==> src/rtl/fifo_rd_drain.sv <==
`timescale 1ns / 1ps
// fifo_rd_drain: read-side consumer of the dual-clock FIFO, rd_clk domain only.
//
// Pops words from the FIFO and presents them on a valid/ready stream. A 2-entry
// output buffer hides the FIFO's 1-cycle read latency so a word can be delivered
// every cycle. Also keeps a delivered-word counter and a sticky underflow flag.
//
// Optional feature: define FIFO_RD_CNT_SAT_EN to make rd_count saturate at
// 2^CNT_W-1 instead of wrapping.
//
// Ports:
//   rd_clk        read-domain clock (posedge)
//   res           async active-low reset
//   empty         FIFO empty flag
//   underflow     FIFO underflow flag
//   rdata         FIFO read data, valid the cycle after rd_en
//   rd_en         FIFO pop request (combinational)
//   enable        1 = fetch from FIFO, 0 = stop fetching and drain
//   m_valid       output word valid
//   m_data        output word
//   m_ready       downstream ready
//   rd_count      words delivered downstream
//   err_underflow sticky underflow error
//   clr_err       clears err_underflow (set wins)
//   idle          1 while in the idle state
module fifo_rd_drain #(
    parameter int unsigned WIDTH = 8,
    parameter int unsigned CNT_W = 16
) (
    input  logic             rd_clk,
    input  logic             res,
    input  logic             empty,
    input  logic             underflow,
    input  logic [WIDTH-1:0] rdata,
    output logic             rd_en,
    input  logic             enable,
    output logic             m_valid,
    output logic [WIDTH-1:0] m_data,
    input  logic             m_ready,
    output logic [CNT_W-1:0] rd_count,
    output logic             err_underflow,
    input  logic             clr_err,
    output logic             idle
);

    typedef enum logic [1:0] {StIdle, StRun, StDrain} state_e;

    state_e           state_q;
    logic [1:0]       occ_q, occ_d;
    logic             inflight_q;
    logic [WIDTH-1:0] buf0_q, buf0_d;  // head
    logic [WIDTH-1:0] buf1_q, buf1_d;  // tail when occ_q == 2
    logic [CNT_W-1:0] cnt_d;
    logic             pop;
    logic [1:0]       level;

    assign pop = m_valid && m_ready;

    // Entries that will be held after this cycle's capture and pop. pop implies
    // occ_q >= 1, so this never goes negative, and it never exceeds 2.
    assign level = occ_q + {1'b0, inflight_q} - {1'b0, pop};

    assign rd_en = (state_q == StRun) && enable && !empty && (level < 2'd2);

    always_comb begin
        buf0_d = buf0_q;
        buf1_d = buf1_q;
        occ_d  = occ_q;
        case ({inflight_q, pop})
            2'b01: begin
                buf0_d = buf1_q;
                occ_d  = occ_q - 2'd1;
            end
            2'b10: begin
                if (occ_q == 2'd0) begin
                    buf0_d = rdata;
                end else begin
                    buf1_d = rdata;
                end
                occ_d = occ_q + 2'd1;
            end
            2'b11: begin
                // Head leaves while the new word joins the tail.
                if (occ_q == 2'd1) begin
                    buf0_d = rdata;
                end else begin
                    buf0_d = buf1_q;
                    buf1_d = rdata;
                end
            end
            default: ;
        endcase
    end

    always_comb begin
        cnt_d = rd_count;
`ifdef FIFO_RD_CNT_SAT_EN
        if (pop && (rd_count != {CNT_W{1'b1}})) begin
            cnt_d = rd_count + CNT_W'(1);
        end
`else
        if (pop) begin
            cnt_d = rd_count + CNT_W'(1);
        end
`endif
    end

    always_ff @(posedge rd_clk or negedge res) begin
        if (!res) begin
            occ_q         <= 2'd0;
            inflight_q    <= 1'b0;
            buf0_q        <= '0;
            buf1_q        <= '0;
            m_valid       <= 1'b0;
            m_data        <= '0;
            rd_count      <= '0;
            err_underflow <= 1'b0;
        end else begin
            occ_q      <= occ_d;
            inflight_q <= rd_en;
            buf0_q     <= buf0_d;
            buf1_q     <= buf1_d;
            m_valid    <= (occ_d != 2'd0);
            m_data     <= buf0_d;
            rd_count   <= cnt_d;
            if (underflow) begin
                err_underflow <= 1'b1;
            end else if (clr_err) begin
                err_underflow <= 1'b0;
            end
        end
    end

    // Control FSM; idle is registered alongside the state it reflects.
    always_ff @(posedge rd_clk or negedge res) begin
        if (!res) begin
            state_q <= StIdle;
            idle    <= 1'b1;
        end else begin
            case (state_q)
                StIdle: begin
                    if (enable) begin
                        state_q <= StRun;
                        idle    <= 1'b0;
                    end
                end
                StRun: begin
                    if (!enable) begin
                        state_q <= StDrain;
                    end
                end
                StDrain: begin
                    // rd_en is low here, so nothing new is in flight next cycle;
                    // leave once the buffer is empty after this cycle's pop.
                    if (enable) begin
                        state_q <= StRun;
                    end else if (occ_d == 2'd0) begin
                        state_q <= StIdle;
                        idle    <= 1'b1;
                    end
                end
                default: begin
                    state_q <= StIdle;
                    idle    <= 1'b1;
                end
            endcase
        end
    end

endmodule

==> config.mk <==
export PLATFORM = sky130hd
export DESIGN_NAME = fifo_rd_drain
export DESIGN_NICKNAME = d
export VERILOG_FILES = /design/src/rtl/fifo_rd_drain.sv
export SDC_FILE = /design/constraint.sdc
export NUM_CORES = 1
export LEC_CHECK = 0
export BUFFER_PORTS_ARGS = -buffer_cell sky130_fd_sc_hd__buf_2
export CORE_MARGIN = 5
export CORE_UTILIZATION = 45
export CTS_BUF_LIST = sky130_fd_sc_hd__clkbuf_8
export CTS_CLUSTER_SIZE = 24
export DETAILED_ROUTE_END_ITERATION = 8
export PLACE_DENSITY = 0.75
export SETUP_SLACK_MARGIN = 0.2
export SLEW_MARGIN = 15
export SYNTH_ARGS = -nofsm -noshare
export SYNTH_HDL_FRONTEND = slang
export SYNTH_SLANG_ARGS = --single-unit
==> constraint.sdc <==
create_clock -name rd_clk -period 4.75 [get_ports rd_clk]
set_input_delay 0.475 -clock rd_clk [delete_from_list [all_inputs] [get_ports rd_clk]]
set_output_delay 0.475 -clock rd_clk [all_outputs]
set_load 0.02 [all_outputs]
# Word-level counts from Yosys, hierarchy flattened

Index checks and enable logic that the tools add are counted.
Widths: inputs -> output; s select.

Flip-flop bits (word level): 40
Input port bits: 15
Logic and storage cells: 64

Add/subtract/negate cells: 5
Order comparisons: 1
Equal/unequal tests: 14
Mux-type cells: 18
Bitwise logic cells: 1
Reduce and logical (&&, ||, !) cells: 16

Operator list:

| kind                  | count |
|---|---|
| $mux 8                | 4 |
| $pmux 8 s3            | 1 |
| $add 16x1->16 const B | 1 |
| $pmux 8 s2            | 1 |
| $ne 2x2->1 const B    | 7 |
| $mux 2                | 4 |
| $eq 2x1->1 const B    | 3 |
| $eq 2x2->1 const B    | 3 |
| $logic_not 2->1       | 3 |
| $pmux 2 s3            | 1 |
| $reduce_and 3->1      | 2 |
| $reduce_bool 2->1     | 3 |
| $mux 1                | 5 |
| $logic_and 1x1->1     | 4 |
| $pmux 2 s2            | 1 |
| $reduce_and 4->1      | 1 |
| $ne 3x3->1 const B    | 1 |
| $pmux 1 s3            | 1 |
| $reduce_bool 3->1     | 1 |
| $add 2x1->2           | 1 |
| $add 2x1->2 const B   | 1 |
| $lt 2x2->1 const B    | 1 |
| $reduce_and 2->1      | 1 |
| $sub 2x1->2           | 1 |
| 3 further kinds       | 3 |

# Logic depth before layout (Yosys ltp)

Gate-level depths: netlist of run 1.

Depth in word-level cells: 7
Depth in mapped cells: 6
Gate-level depth less buffers: 6

# Worst setup path after synthesis of run 1

Ideal clock, no wire load.

Path type: register to output
From: register m_valid
To: output rd_en
Data arrival time: 1581 ps
Data required time: 4275 ps
Path slack: 2694 ps
Stages on the path, launching flop included: 6
Buffers on the path: 1
Cell sequence: dfrtp_1 -> and2_4 -> buf_8 -> o22ai_2 -> xnor2_1 -> nor4b_2

Word-level cells in the longest chain between the ends: 4

Ends and longest elaborated chain:

| item                   | RTL line | RTL |
|---|---|---|
| start, declared        | 37       | `output logic m_valid,` |
| start signal, assigned | 123      | `m_valid <= (occ_d != 2'd0);` |
| $logic_and 1x1->1      | 57       | `assign pop = m_valid && m_ready;` |
| $sub 2x1->2            | 61       | `assign level = occ_q + {1'b0, inflight_q} - {1'b0, pop};` |
| $lt 2x2->1             | 63       | `assign rd_en = (state_q == StRun) && enable && !empty && (level < 2'd2);` |
| $logic_and 1x1->1      | 63       |  |
| end, declared          | 35       | `output logic rd_en,` |

No other way between the ends.

# Worst setup path in the final report of run 1

From: register inflight_q
To: output rd_en

Word-level cells in the longest chain between the ends: 4

Ends and longest elaborated chain:

| item                   | RTL line | RTL |
|---|---|---|
| start, declared        | 50       | `logic inflight_q;` |
| start signal, assigned | 120      | `inflight_q <= rd_en;` |
| $add 2x1->2            | 61       |  |
| $sub 2x1->2            | 61       |  |
| $lt 2x2->1             | 63       |  |
| $logic_and 1x1->1      | 63       |  |

No other way between the ends.

==> results.py, run 1 <==
metrics = {
    "logic_synthesis": {
        "syn_nets": 176,
        "ys_types": 37,
        "synth_cells": 158,
        "synthTopCellsByArea": "dfrtp_1 (52%), xnor2_1 (8.0%), mux2_2 (4.8%)",
        "synth_edf_count": 0,
        "synth_area_sq_um": 1870,
        "async_flop_share_pct": 100,
        "ys_seq_area_share_pct": 53.7,
        "synth_flop_cell": "dfrtp_1",
        "syn-mean-instance-area_sq_um": 11.8,
        "synth_top_cell_by_area": "dfrtp_1",
        "synth_top_area_share_pct": 52.3,
        "ys_ff_latch": 40,
        "ys_warn_count": 0,
    },
    "timing": {
        "setup-tns-final_ns": 0,
        "post-route-period-util_pct": 48.1,
        "rsz0062_at_grt": "false",
        "min_period_ns": 2.28,
        "hold_viol_final": 0,
        "relSlewSlack_pct": 41.5,
        "fmax_mhz": 438,
        "clock_skew_ns": 0.00618,
        "drv_slew": 0,
        "timing.hold.ws_ns": 0.295,
        "setup_viol_count_final": 0,
        "tightestPinTransition_ns": 0.878,
    },
    "power": {
        "p_seq_share_pct": 43.7,
        "p_switching_w": 0.000456,
        "swShare_pct": 36.8,
        "fin_total_pwr_w": 0.00124,
        "combPwrFrac_pct": 34.3,
        "pwr-share-clk_pct": 22.0,
        "powerDensity_nw_per_um2": 559,
        "vdd_drop_max_uv": 308,
        "p_leak_nw": 1.09,
        "p_int_w": 0.000783,
    },
    "floorplanning": {
        "dieArea_sq_um": 5540,
        "dieHeight_um": 74.4,
        "ios": 43,
        "num_rows": 23,
        "core_sq_um": 4000,
        "die_w_um": 74.4,
        "start_util_pct": 46.7,
    },
    "place": {
        "place_hpwl_mm": 2.52,
        "io_buffers": 42,
        "place.gp.congestion": 0.819,
    },
    "critical_path": {
        "cp_num_buf_inv": 1,
        "crit_slowest_cell": "dfrtp_1",
        "cp.required_ns": 4.28,
        "critical_path.max_fanout": 10,
        "cp-end-kind": "primary output",
        "worstSetupPathType": "reg2out",
        "worst_setup_path_start_kind": "register",
        "slowest_delay_ns": 0.64,
        "crit_chain": "nand2_1 -> o22ai_2 -> xnor2_1 -> nor4b_2 -> buf_2",
        "cp_top_family": "flip-flops",
        "arrival_ns": 1.81,
    },
    "grt": {
        "grt_pass1_vias": 1282,
        "grt_pass1_wl_mm": 5.94,
        "grt_max_degree": 41,
        "track_usage_pct": 14.1,
        "antenna_found_initial": 0,
        "grt-ovfl-total": 0,
    },
    "routing": {
        "dr.pass1.iters": 4,
        "ant_nets": 0,
        "via_per_inst": 5.06,
        "vias": 1285,
        "drt_iter0_markers": 46,
        "wirelength_mm": 3.47,
        "wl_per_cell_um": 13.7,
        "route.detailed.drc": 0,
    },
    "clock_tree": {
        "postCtsSetupRepairBufs": 0,
        "cts-resized-gates": 0,
        "htreeDepth": 2,
        "cts_tree": "built",
        "postCtsHoldBufs": 0,
        "clk_latency_ns": 0.29,
        "cts_made_buffers": 5,
        "clock-sinks": 40,
        "clkTransAtPathRegs_ns": 0.08,
        "clock_path_buffers": 2,
        "root_buffer": "clkbuf_8",
    },
    "flow_run": {
        "cap_violations": 0,
    },
    "outcome": {
        "outcome": "complete, no violations",
    },
    "cells_and_area": {
        "final_layout_size_suffix_gt1_share_pct": 34.3,
        "nets": 221,
        "syn_to_final_growth_pct": 18.8,
        "antenna_cells": 0,
    },
    "hold_path": {
        "hp-class": "in2async",
    },
}
## power groups by stage
stage | registers (W) | clock network [W] | logic [W]
after detailed placement | 0.000548 | 0 | 0.000434
after CTS | 0.000542 | 0.000281 | 0.000435
after global routing | 0.000558 | 0.000296 | 0.000469
after floorplan | 0.000605 | 0 | 0.000249
final | 0.000541 | 0.000273 | 0.000425
after global placement | 0.000543 | 0 | 0.000420
## synthesized netlist by cell type, types with 2 or more instances
library cell	count
nand2_1	20
o21ai_0	9
a21o_1	2
nand3_1	6
buf_2	3
nor4_2	2
nand2b_1	2
dfrtp_1	39
maj3_1	2
o31ai_1	2
nor2_1	4
ha_1	3
xnor2_1	17
nand4_1	4
o21ai_4	2
a21oi_1	2
inv_1	5
mux2i_1	8
mux2_2	8
## sequential cells by signal (all words and copies together) (netlist names)
register       count
buf1_q             8
state_q            2
err_underflow      1
inflight_q         1
m_valid            1
rd_count          16
buf0_q             8
idle               1
occ_q              2
## cells by family (layout without fill, tap and decap cells)
family | after synthesis | in the layout | synth area share, %
DFF | 40 | 40 | 53.7
xor gates and xnor gates | 18 | 18 | 8.44
adders and majority gates | 5 | 5 | 3.08
muxes | 16 | 16 | 9.12
and+or+nand+nor | 48 | 48 | 14.4
AOI/OAI and AO/OA | 22 | 22 | 8.65
buffers and inverters | 9 | 55 | 2.61
## placed cells by master, fill, tap and decap left out, drive strengths merged, types with 3 or more instances in the layout
cell / instances
nand4: 5
inv: 6
mux2: 8
ha: 3
xnor2: 17
a21oi: 3
o21ai: 11
nand3: 6
nand2: 21
mux2i: 8
dfrtp: 39
clkbuf: 5
buf: 42
nor2: 5
## through the flow
stage	util, %	worst slack [ns]	instances	area, sq um
CTS	55.4	2.45	254	2220
global route	55.4	2.33	254	2220
detailed placement	52.7	2.69	246	2110
finish	55.4	2.47	254	2220
floorplan	-	2.69	158	1870
global placement	52.7	2.73	246	2110
## metal layers
| layer | global-route usage, % | part of all wire [%] | vias to the layer above |
|---|---|---|---|
| met2 | 23.3 | 49 | 28 |
| met4 | 5.93 | 1.7 | 0 |
| met1 | 17.0 | 44 | 615 |
| met3 | 4.19 | 5.8 | 7 |
| li1 | - | - | 635 |
| met5 | 0 | 0 | - |
## cell type report
cell class              instances  area, sq um
clock buffers                   5         68.8
well taps                      50         62.6
repair buffers                 42          210
fillers                       365         1780
clock inverters                 3         38.8
multi-input cells             109          816
flip-flops and latches         40         1000
inverters                       5         18.8
## final timing paths
path	startpoint	end	slack, ns	cells after the start
max in group asynchronous	res	buf0_q[1]	3.90	1
min	res	buf0_q[5]	0.29	1
max	inflight_q	rd_en	2.47	5
min reg2reg	rd_count[15]	rd_count[15]	0.47	1
min in group rd_clk	empty	inflight_q	0.34	2
max reg2reg	occ_q[0]	buf0_q[1]	3.00	4
Note: power is estimated with default switching activity, not from simulation.
==> inputs of run 2 (changes only) <==
- clock period: 4.75 -> 2.2 ns (I/O delays scaled with it)
==> results.py, run 2 (same netlist as run 1, synthesis figures left out) <==
metrics = {
    "routing": {
        "wl_per_cell_um": 13.6,
        "vias": 1336,
        "met3_length_um": 210,
        "dr.pass1.iters": 6,
        "route.detailed.drc": 0,
        "wirelength_mm": 3.61,
        "drt_iter0_markers": 65,
        "wl_met2_mm": 1.77,
        "topRoutingLayerUsed": "met4",
        "wirelength_met1_mm": 1.56,
        "via_per_inst": 5.02,
        "ant_nets": 0,
    },
    "hold_path": {
        "hp-class": "in2async",
    },
    "timing": {
        "clock_skew_ns": 0.00417,
        "setup_viol_count_final": 0,
        "fmax_mhz": 526,
        "rsz0062_at_grt": "false",
        "post-route-period-util_pct": 86.4,
        "min_period_ns": 1.90,
        "drv_slew": 0,
        "hold_viol_final": 0,
        "timing.hold.ws_ns": 0.0370,
        "tightestPinTransition_ns": 0.872,
        "setup-tns-final_ns": 0,
        "relSlewSlack_pct": 41.9,
    },
    "clock_tree": {
        "clock-sinks": 40,
        "htreeDepth": 2,
        "cts_made_buffers": 5,
        "root_buffer": "clkbuf_8",
        "clkTransAtPathRegs_ns": 0.08,
        "clock_path_buffers": 2,
        "clk_latency_ns": 0.29,
        "cts_tree": "built",
    },
    "critical_path": {
        "reg2regPathDepth": 5,
        "cp.depth": 5,
        "cp_top_family": "simple AND/OR/NAND/NOR gates",
        "arrival_ns": 1.68,
        "worstSetupEndpoint": "rd_en",
        "cp.required_ns": 1.98,
        "r2r_slack_ns": 0.48,
        "crit_chain": "and2_4 -> o22ai_2 -> xnor2_1 -> nor4b_2 -> buf_2",
        "crit_slowest_cell": "dfrtp_1",
        "r2r_start": "occ_q[1]",
        "worstSetupPathType": "reg2out",
        "worst_setup_path_start_kind": "register",
        "slowest_delay_ns": 0.42,
        "cp_num_buf_inv": 1,
        "r2r-end": "buf1_q[2]",
        "cp-end-kind": "primary output",
        "critical_path.max_fanout": 5,
        "critPathLaunch": "m_valid",
    },
    "floorplanning": {
        "dieArea_sq_um": 5540,
        "ios": 43,
        "start_util_pct": 46.7,
        "dieHeight_um": 74.4,
        "core_sq_um": 4000,
        "die_w_um": 74.4,
        "num_rows": 23,
    },
    "grt": {
        "grt_pass1_wl_mm": 5.92,
        "antenna_found_initial": 0,
        "grt_max_degree": 41,
        "grt-ovfl-total": 0,
        "grt_pass1_vias": 1285,
        "track_usage_pct": 14.0,
    },
    "cells_and_area": {
        "regMostFlops": "rd_count",
        "multi_input_area_sq_um": 816,
        "syn_to_final_growth_pct": 22.9,
        "reg.largest.list": "rd_count x16, buf0_q x8, buf1_q x8",
        "layoutNonFillerInstCount": 266,
        "nets": 233,
        "regArea_sq_um": 1000,
        "largest_reg_flops": 16,
        "antenna_cells": 0,
        "num-fill-cells": 351,
        "utilization_pct": 57.4,
        "mostFrequentLayoutCell": "buf_2",
        "layout_common_cells": "buf_2 (42), dfrtp_1 (37), nand2_1 (20), xnor2_1 (17), buf_4 (12)",
        "final_layout_size_suffix_gt1_share_pct": 39.4,
    },
    "place": {
        "io_buffers": 42,
        "place.gp.congestion": 0.779,
        "dp.cells": 246,
        "place_hpwl_mm": 2.48,
    },
    "power": {
        "vdd_drop_max_uv": 571,
        "powerDensity_nw_per_um2": 1170,
        "p_leak_nw": 1.14,
        "fin_total_pwr_w": 0.00269,
    },
    "outcome": {
        "outcome": "complete, no violations",
    },
    "flow_run": {
        "cap_violations": 0,
    },
}
[run 2: cell types whose count changed in the layout (fill, tap and decap cells not counted), sizes merged]
cell	change
buf	+12
bufinv	-1
clkbuf	+1
clkinv	+1
inv	-1
[run 2: worst min-delay path by stage]
stage	startpoint	slack (ns)	cells past startpoint	end
finish	res	0.04	1	buf0_q[7]
global route	empty	0.09	2	inflight_q
global placement	res	0.39	1	buf0_q[7]
CTS	empty	0.07	2	inflight_q
floorplan	res	-0.08	0	buf0_q[0]
detailed placement	res	0.39	1	buf0_q[7]
[run 2: layout make-up]
type,instances,share of cell area [%]
Sequential cell,40,43.8
Clock inverter,2,0.436
Multi-Input combinational cell,109,35.6
Inverter,5,0.818
Tap cell,50,2.73
Timing Repair Buffer,54,13.1
Clock buffer,6,3.60
[run 2: what timing repair did]
action,4_1_cts,5_1_grt
hold buffers,0,0
pin swaps,0,2
gates resized for setup,1,1
hold endpoints to repair,0,0
endpoints found under the setup margin,1,1
setup buffers,0,12
[run 2: report_power, final]
group / switching, W / leakage [nW] / internal (W)
logic: 0.000561 / 0.586 / 0.000460
registers: 0.000190 / 0.506 / 0.000971
clock network: 0.000259 / 0.0510 / 0.000250
[run 2: per-layer routing]
layer	up-vias	GRT usage [%]
li1	660	-
met1	641	17.1
met2	28	23.4
met3	7	2.97
met4	0	7.11
met5	-	0
[run 2: stage by stage]
stage | worst slack [ns] | area, sq um
floorplan | 0.399 | 1870
global placement | 0.532 | 2110
detailed placement | 0.486 | 2110
CTS | 0.245 | 2200
global route | 0.201 | 2290
finish | 0.298 | 2290
